**src/rtl/rom_load_sequencer.sv**
```systemverilog
// rom_load_sequencer: splits the HPS download stream into four ROM regions and keeps
// the core in reset until a complete, correctly sized image is loaded and settled.
// Ports: clk_sys/reset_n; dn_* download port in; user_reset request in;
//        rom_wr/rom_addr/rom_data region writes out; core_reset, busy, load_ok, load_err status out.
module rom_load_sequencer #(
  parameter int ADDR_W     = 17,
  parameter int B1         = 'h0A000,
  parameter int B2         = 'h0C000,
  parameter int B3         = 'h10000,
  parameter int TOTAL      = 'h1C000,
  parameter int SETTLE_CYC = 256
) (
  input  logic              clk_sys,
  input  logic              reset_n,
  input  logic              dn_download,
  input  logic              dn_wr,
  input  logic [24:0]       dn_addr,
  input  logic [7:0]        dn_data,
  input  logic              user_reset,
  output logic [3:0]        rom_wr,
  output logic [ADDR_W-1:0] rom_addr,
  output logic [7:0]        rom_data,
  output logic              core_reset,
  output logic              busy,
  output logic              load_ok,
  output logic              load_err
);

  localparam int CW = ADDR_W + 1;
  localparam int SW = $clog2(SETTLE_CYC + 1);

  typedef enum logic [1:0] {IDLE, LOAD, SETTLE, RUN} state_t;

  state_t            state_q, state_d;
  logic              dl_q;
  logic [CW-1:0]     cnt_q, cnt_d;
  logic [SW-1:0]     settle_q, settle_d;
  logic              err_q, err_d;
  logic              ok_d, lerr_d;
  logic              dl_rise, dl_fall, accept, in_range;
  logic [ADDR_W-1:0] a;
  logic [3:0]        wr_d;
  logic [ADDR_W-1:0] off_d;

  assign a        = dn_addr[ADDR_W-1:0];
  assign dl_rise  = dn_download & ~dl_q;
  assign dl_fall  = ~dn_download & dl_q;
  // Writes count only inside a download window that this block saw open;
  // the raw level is used so a write on the opening cycle is kept.
  assign accept   = dn_wr & dn_download & (dl_rise | (state_q == LOAD));
  assign in_range = dn_addr < 25'(TOTAL);
  assign busy     = (state_q == LOAD) | (state_q == SETTLE);

  // Region decode. The last region takes everything below TOTAL, which in_range
  // already guarantees, so TOTAL == 2^ADDR_W needs no special case.
  always_comb begin
    wr_d  = '0;
    off_d = '0;
    if (a < ADDR_W'(B1)) begin
      wr_d  = 4'b0001;
      off_d = a;
    end else if (a < ADDR_W'(B2)) begin
      wr_d  = 4'b0010;
      off_d = a - ADDR_W'(B1);
    end else if (a < ADDR_W'(B3)) begin
      wr_d  = 4'b0100;
      off_d = a - ADDR_W'(B2);
    end else begin
      wr_d  = 4'b1000;
      off_d = a - ADDR_W'(B3);
    end
    if (!(accept && in_range)) wr_d = '0;
  end

  always_comb begin
    state_d  = state_q;
    cnt_d    = cnt_q;
    settle_d = settle_q;
    err_d    = err_q;
    ok_d     = load_ok;
    lerr_d   = load_err;
    if (dl_rise) begin
      state_d = LOAD;
      cnt_d   = '0;
      err_d   = 1'b0;
      ok_d    = 1'b0;
      lerr_d  = 1'b0;
    end
    if (accept) begin
      if (!in_range)                 err_d = 1'b1;
      else if (cnt_d != CW'(TOTAL))  cnt_d = cnt_d + CW'(1);
    end
    if (!dl_rise) begin
      case (state_q)
        LOAD: if (dl_fall) begin
          if (!err_q && cnt_q == CW'(TOTAL)) begin
            state_d  = SETTLE;
            settle_d = SW'(SETTLE_CYC);
          end else begin
            state_d = IDLE;
            lerr_d  = 1'b1;
            ok_d    = 1'b0;
          end
        end
        SETTLE: begin
          // A held user_reset keeps reloading, so release is measured from its fall.
          if (user_reset) begin
            settle_d = SW'(SETTLE_CYC);
          end else if (settle_q == SW'(1)) begin
            state_d = RUN;
            ok_d    = 1'b1;
          end else begin
            settle_d = settle_q - SW'(1);
          end
        end
        RUN: if (user_reset) begin
          state_d  = SETTLE;
          settle_d = SW'(SETTLE_CYC);
        end
        default: ;
      endcase
    end
  end

  always_ff @(posedge clk_sys or negedge reset_n) begin
    if (!reset_n) begin
      state_q <= IDLE;
    end else begin
      state_q <= state_d;
    end
  end

  // dl_q resets high so a window already open across reset is not mistaken
  // for a new one; the host must reopen it.
  always_ff @(posedge clk_sys or negedge reset_n) begin
    if (!reset_n) begin
      dl_q       <= 1'b1;
      cnt_q      <= '0;
      settle_q   <= '0;
      err_q      <= 1'b0;
      load_ok    <= 1'b0;
      load_err   <= 1'b0;
      core_reset <= 1'b1;
      rom_wr     <= '0;
      rom_addr   <= '0;
      rom_data   <= '0;
    end else begin
      dl_q       <= dn_download;
      cnt_q      <= cnt_d;
      settle_q   <= settle_d;
      err_q      <= err_d;
      load_ok    <= ok_d;
      load_err   <= lerr_d;
      core_reset <= (state_d != RUN);
      rom_wr     <= wr_d;
      if (wr_d != 4'b0000) begin
        rom_addr <= off_d;
        rom_data <= dn_data;
      end
    end
  end

endmodule

```
**config.mk**
```make
export PLATFORM = sky130hd
export DESIGN_NAME = rom_load_sequencer
export DESIGN_NICKNAME = d
export VERILOG_FILES = /design/src/rtl/rom_load_sequencer.sv
export SDC_FILE = /design/constraint.sdc
export NUM_CORES = 1
export LEC_CHECK = 0
export BUFFER_PORTS_ARGS = -buffer_cell sky130_fd_sc_hd__buf_2
export CORE_ASPECT_RATIO = 0.8
export CORE_UTILIZATION = 55
export CTS_CLUSTER_SIZE = 40
export DETAILED_ROUTE_END_ITERATION = 16
export GPL_ROUTABILITY_DRIVEN = 1
export PLACE_DENSITY = 0.86
export SLEW_MARGIN = 20
export SYNTH_ARGS = -nofsm -noshare
export SYNTH_HDL_FRONTEND = slang
export SYNTH_SLANG_ARGS = --single-unit
```
**constraint.sdc**
```tcl
create_clock -name clk_sys -period 3.9 [get_ports clk_sys]
set_input_delay 0.585 -clock clk_sys [delete_from_list [all_inputs] [get_ports clk_sys]]
set_output_delay 0.585 -clock clk_sys [all_outputs]
set_load 0.02 [all_outputs]
```
Yosys cells after proc, flatten, opt, wreduce, memory -nomap -nowiden
Cells that the tools add are included.
W data, S select, Z words.
- register bits after elaboration: 63
- bits of input ports: 38
- output and inout bits: 33
- logic and storage cells: 86
- $add $sub $neg: 5
- magnitude comparators: 4
- eq/ne operators: 11
- multiplexer cells: 40
- bitwise gates (word level): 9
- reduce and logical (&&, ||, !) cells: 6
- operators by type and width (cell ; number):
    $mux W18 ; 4
    $mux W17 ; 3
    $mux W9 ; 5
    $lt A17 B16 Y1 const B ; 2
    $sub A17 B16 Y17 const B ; 2
    $pmux W9 S3 ; 1
    $lt A25 B17 Y1 const B ; 1
    $add A18 B1 Y18 const B ; 1
    $eq A18 B17 Y1 const B ; 1
    $ne A18 B17 Y1 const B ; 1
    $lt A17 B17 Y1 const B ; 1
    $sub A17 B17 Y17 const B ; 1
    $mux W4 ; 4
    $mux W1 ; 14
    $mux W2 ; 7
    $eq A9 B1 Y1 const B ; 1
    $sub A9 B1 Y9 const B ; 1
    $ne A2 B2 Y1 const B ; 3
    $pmux W2 S3 ; 1
    $reduce_and A6 Y1 ; 1
    $and A1 B1 Y1 ; 4
    $eq A2 B2 Y1 const B ; 2
    $reduce_bool A4 Y1 ; 1
    $ne A3 B3 Y1 const B ; 1
    8 further kinds ; 12

Longest topological paths before layout
- depth in word-level cells: 8
- mapped depth: 9
- mapped depth without buffers: 7

Worst setup path after synthesis
No wires, ideal clock.
- kind: input-to-reg
- start: in dn_addr[23]
- end: reg cnt_q[13]
- arrival time: 2184 ps
- data required time: 3822 ps
- path slack: 1638 ps
- cell stages on the path: 6
- buffers on the path: 1
- cell sequence: nor4_1 nand3_1 or4_4 buf_6 or3_2 a21oi_1
- word-level cells in the longest chain between the ends: 3
- RTL lines (item ; RTL line ; RTL):
    from (decl) ; 17 ; input logic [24:0] dn_addr,
    $lt A25 B17 Y1 ; 51 ; assign in_range = dn_addr < 25'(TOTAL);
    $mux W18 ; 90 ; if (!in_range) err_d = 1'b1;
    $mux W18 ; 89 ; if (accept) begin
    named net cnt_d[13] ; 36 ; logic [CW-1:0] cnt_q, cnt_d;
    to (signal assigned) ; 149 ; cnt_q <= cnt_d;
    to (decl) ; 36 ;
The timed path passes the listed nets, and every way through them passes these cells.
A chain may end at the register's enable or synchronous reset.

Worst setup path in the final report
- start: reg state_q[1]
- end: reg cnt_q[17]
- word-level cells in the longest chain between the ends: 4
- RTL lines (item ; RTL line ; RTL):
    from (decl) ; 34 ; state_t state_q, state_d;
    from (signal assigned) ; 129 ; state_q <= state_d;
    $eq A2 B1 Y1 ; 50 ; assign accept = dn_wr & dn_download & (dl_rise | (state_q == LOAD));
    $or A1 B1 Y1 ; 50 ;
    $and A1 B1 Y1 ; 50 ;
    $mux W18 ; 89 ;
    named net cnt_d[17] ; 36 ;
The timed path passes the listed nets, and every way through them passes these cells.

==> out/metrics.cfg <==
[run_status]
status = completed

[clock_tree]
cts_hold_buf = 0
root_buffer = clkbuf_8
cts_buffer_depth = 2
path_clk_slew_ns = 0.07
post_cts_buffers = 0
numCtsBuffers = 9
cts_sinks = 63
cts_tree = built
clock_latency_ns = 0.34
ctsResizeCount = 0
htreeDepth = 3

[timing]
max_slew_margin_pct = 38.3
tns_ns = 0
skew_ns = 0.00659
hold_viol = 0
maxSlewViolCount = 0
worst_pin_slew_ns = 0.923
finalCriticalPeriod_ns = 2.53
max_freq_mhz = 395
setup_viol = 0
period_share_pct = 65.0
grt_setup_unrepaired = false

[power]
leakagePower_nw = 1.89
p_total_mw = 1.88
power.density_nw_per_um2 = 501
ir_drop_mv = 0.247

[synth]
synthFlopType = dfrtp_1
yosysTopAreaCell = dfrtp_1
async_flop_share_pct = 100
synthDistinctLibCells = 46
yosys-top-cells-count = 82 x nand2_1, 61 x dfrtp_1, 27 x o21ai_0, 16 x a21oi_1
syn_nets = 387
avgSynthCellArea_sq_um = 9.14
synth-seq-cells = 63
yosysMostFrequentCell = nand2_1
syn-instance-count = 341
synth_area_sq_um = 3120
synthTopCellsByArea = dfrtp_1 49%, nand2_1 9.9%, o21ai_0 4.3%, ha_1 3.2%, a21oi_1 2.6%
yosysSeqAreaShare_pct = 50.7
synth_top_area_share_pct = 49.0
ys_warn_count = 0
synth_edf_count = 0

[global_routing]
antenna_found_initial = 0
grt_max_degree = 34
grt_pass1_vias = 2621
grt_usage_pct = 25.7
grt_pass1_wl_um = 11900
grt-ovfl-total = 0

[final_layout]
fillCellCount = 435
nNetsFinal = 458
area_growth_syn_to_layout_pct = 20.1
fin_cells = 495
stdcell_area_sq_um = 3740
num_antenna_cells = 0
ff_latch_area_sq_um = 1580
drive_gt1_share_pct = 24.7
multi_input_area_sq_um = 1420

[route]
routed_wl_um = 7050
first_iter_violations = 132
firstDrtPassIters = 4
avgRoutedWirePerCell_um = 14.2
num_vias = 2751
drc_errors = 0
ant_nets = 0
vias_per_cell = 5.56

[critical_path]
cp_data_required_time_ns = 4.16
arrival_ns = 2.79
critPathBufInv = 1
cp-start-kind = register
cpPeakStageDelay_ns = 0.64
cp_top_family = simple AND/OR/NAND/NOR gates
critPathCaptureType = register
cp_slowest_cell = or4_4
crit_chain = inv_1, ha_1, nand2b_1, nand3_1, or4_4, or4_1, a21oi_1
path_class = register to register
crit_fanout = 14

[place]
place_area_sq_um = 3520
port_buffers = 70
gp_congestion = 0.855
place_inst = 479
hpwl_um = 4840

[run]
drv_cap = 0

[die]
io_pins = 71
die_area_sq_um = 5970
dieWidth_um = 86.2
rows = 24
fp.dieH_um = 69.3
start_util_pct = 57.0
core_sq_um = 5470

[hold_path]
hold_path.class = input port to async pin

[metal layers]
metal,routed length [um],GRT usage (%)
met4,127,11.7
met3,358,7.14
met2,3390,39.1
met5,0,0
met1,3170,34.3
[flip-flops by register name (all words and copies together) (netlist names)]
register    flops
rom_addr       17
state_q         2
rom_data        8
rom_wr          4
core_reset      1
cnt_q          18
err_q           1
load_ok         1
settle_q        9
dl_q            1
load_err        1
[layout make-up]
| cell class | instances | area share, % |
|---|---|---|
| clock buffers | 9 | 3.31 |
| clock inverters | 7 | 2.61 |
| inverters | 15 | 1.50 |
| multi-input cells | 251 | 38.0 |
| flip-flops and latches | 63 | 42.2 |
| well taps | 78 | 2.61 |
| repair buffers | 72 | 9.76 |
[layout by cell type (no fill, tap or decap), types with 4 or more instances in the layout]
master / Yosys / layout
dfrtp_1: 61 / 61
xnor2_1: 5 / 5
nand2b_1: 6 / 6
buf_2: 1 / 70
clkbuf_8: 0 / 9
or3_1: 8 / 8
o21a_1: 4 / 4
ha_1: 8 / 8
a21oi_1: 16 / 16
and3_1: 4 / 4
o31ai_1: 9 / 9
o21ai_0: 27 / 27
nand2_1: 82 / 82
nor3_1: 8 / 8
inv_1: 15 / 15
or4_1: 4 / 4
nand3_1: 15 / 15
nor2_1: 12 / 12
nor4_1: 9 / 9
[cells by family after synthesis]
| kind of cell | Yosys count | synth area share [%] |
|---|---|---|
| buffers and inverters | 27 | 3.65 |
| XOR/XNOR | 5 | 1.40 |
| AND/OR/NAND/NOR | 170 | 27.7 |
| flip-flops | 63 | 50.7 |
| AO/OA/AOI/OAI | 66 | 12.6 |
| adder cells (fa/ha/maj) | 9 | 3.53 |
| multiplexers | 1 | 0.361 |
[path summary, 6_finish.rpt]
path                                  start           to  slack (ns)  depth (start not counted)
worst max-delay path             state_q[1]    cnt_q[17]        1.37                          7
worst min-delay path                reset_n  settle_q[5]        0.26                          1
worst max register to register   state_q[1]    cnt_q[17]        1.37                          7
worst min register to register  rom_addr[8]  rom_addr[8]        0.47                          2
max in group asynchronous           reset_n         dl_q        2.73                          2
min in group clk_sys            dn_download         dl_q        0.40                          1
[report_power, final]
group | total [mW] | internal [mW] | switching, mW
combinational | 0.494 | 0.184 | 0.310
clock | 0.621 | 0.360 | 0.261
sequential | 0.761 | 0.709 | 0.0521
total | 1.88 | 1.25 | 0.623
[through the flow]
stage	util [%]	hold WS (ns)	setup WS, ns
6_report	68.5	0.265	1.37
5_1_grt	68.5	0.307	1.18
4_1_cts	68.5	0.281	1.38
3_5_place_dp	64.4	0.458	1.28
3_3_place_gp	64.4	0.446	1.40
2_1_floorplan	-	0.289	1.64
No activity file was read; power rests on OpenSTA's default activity.
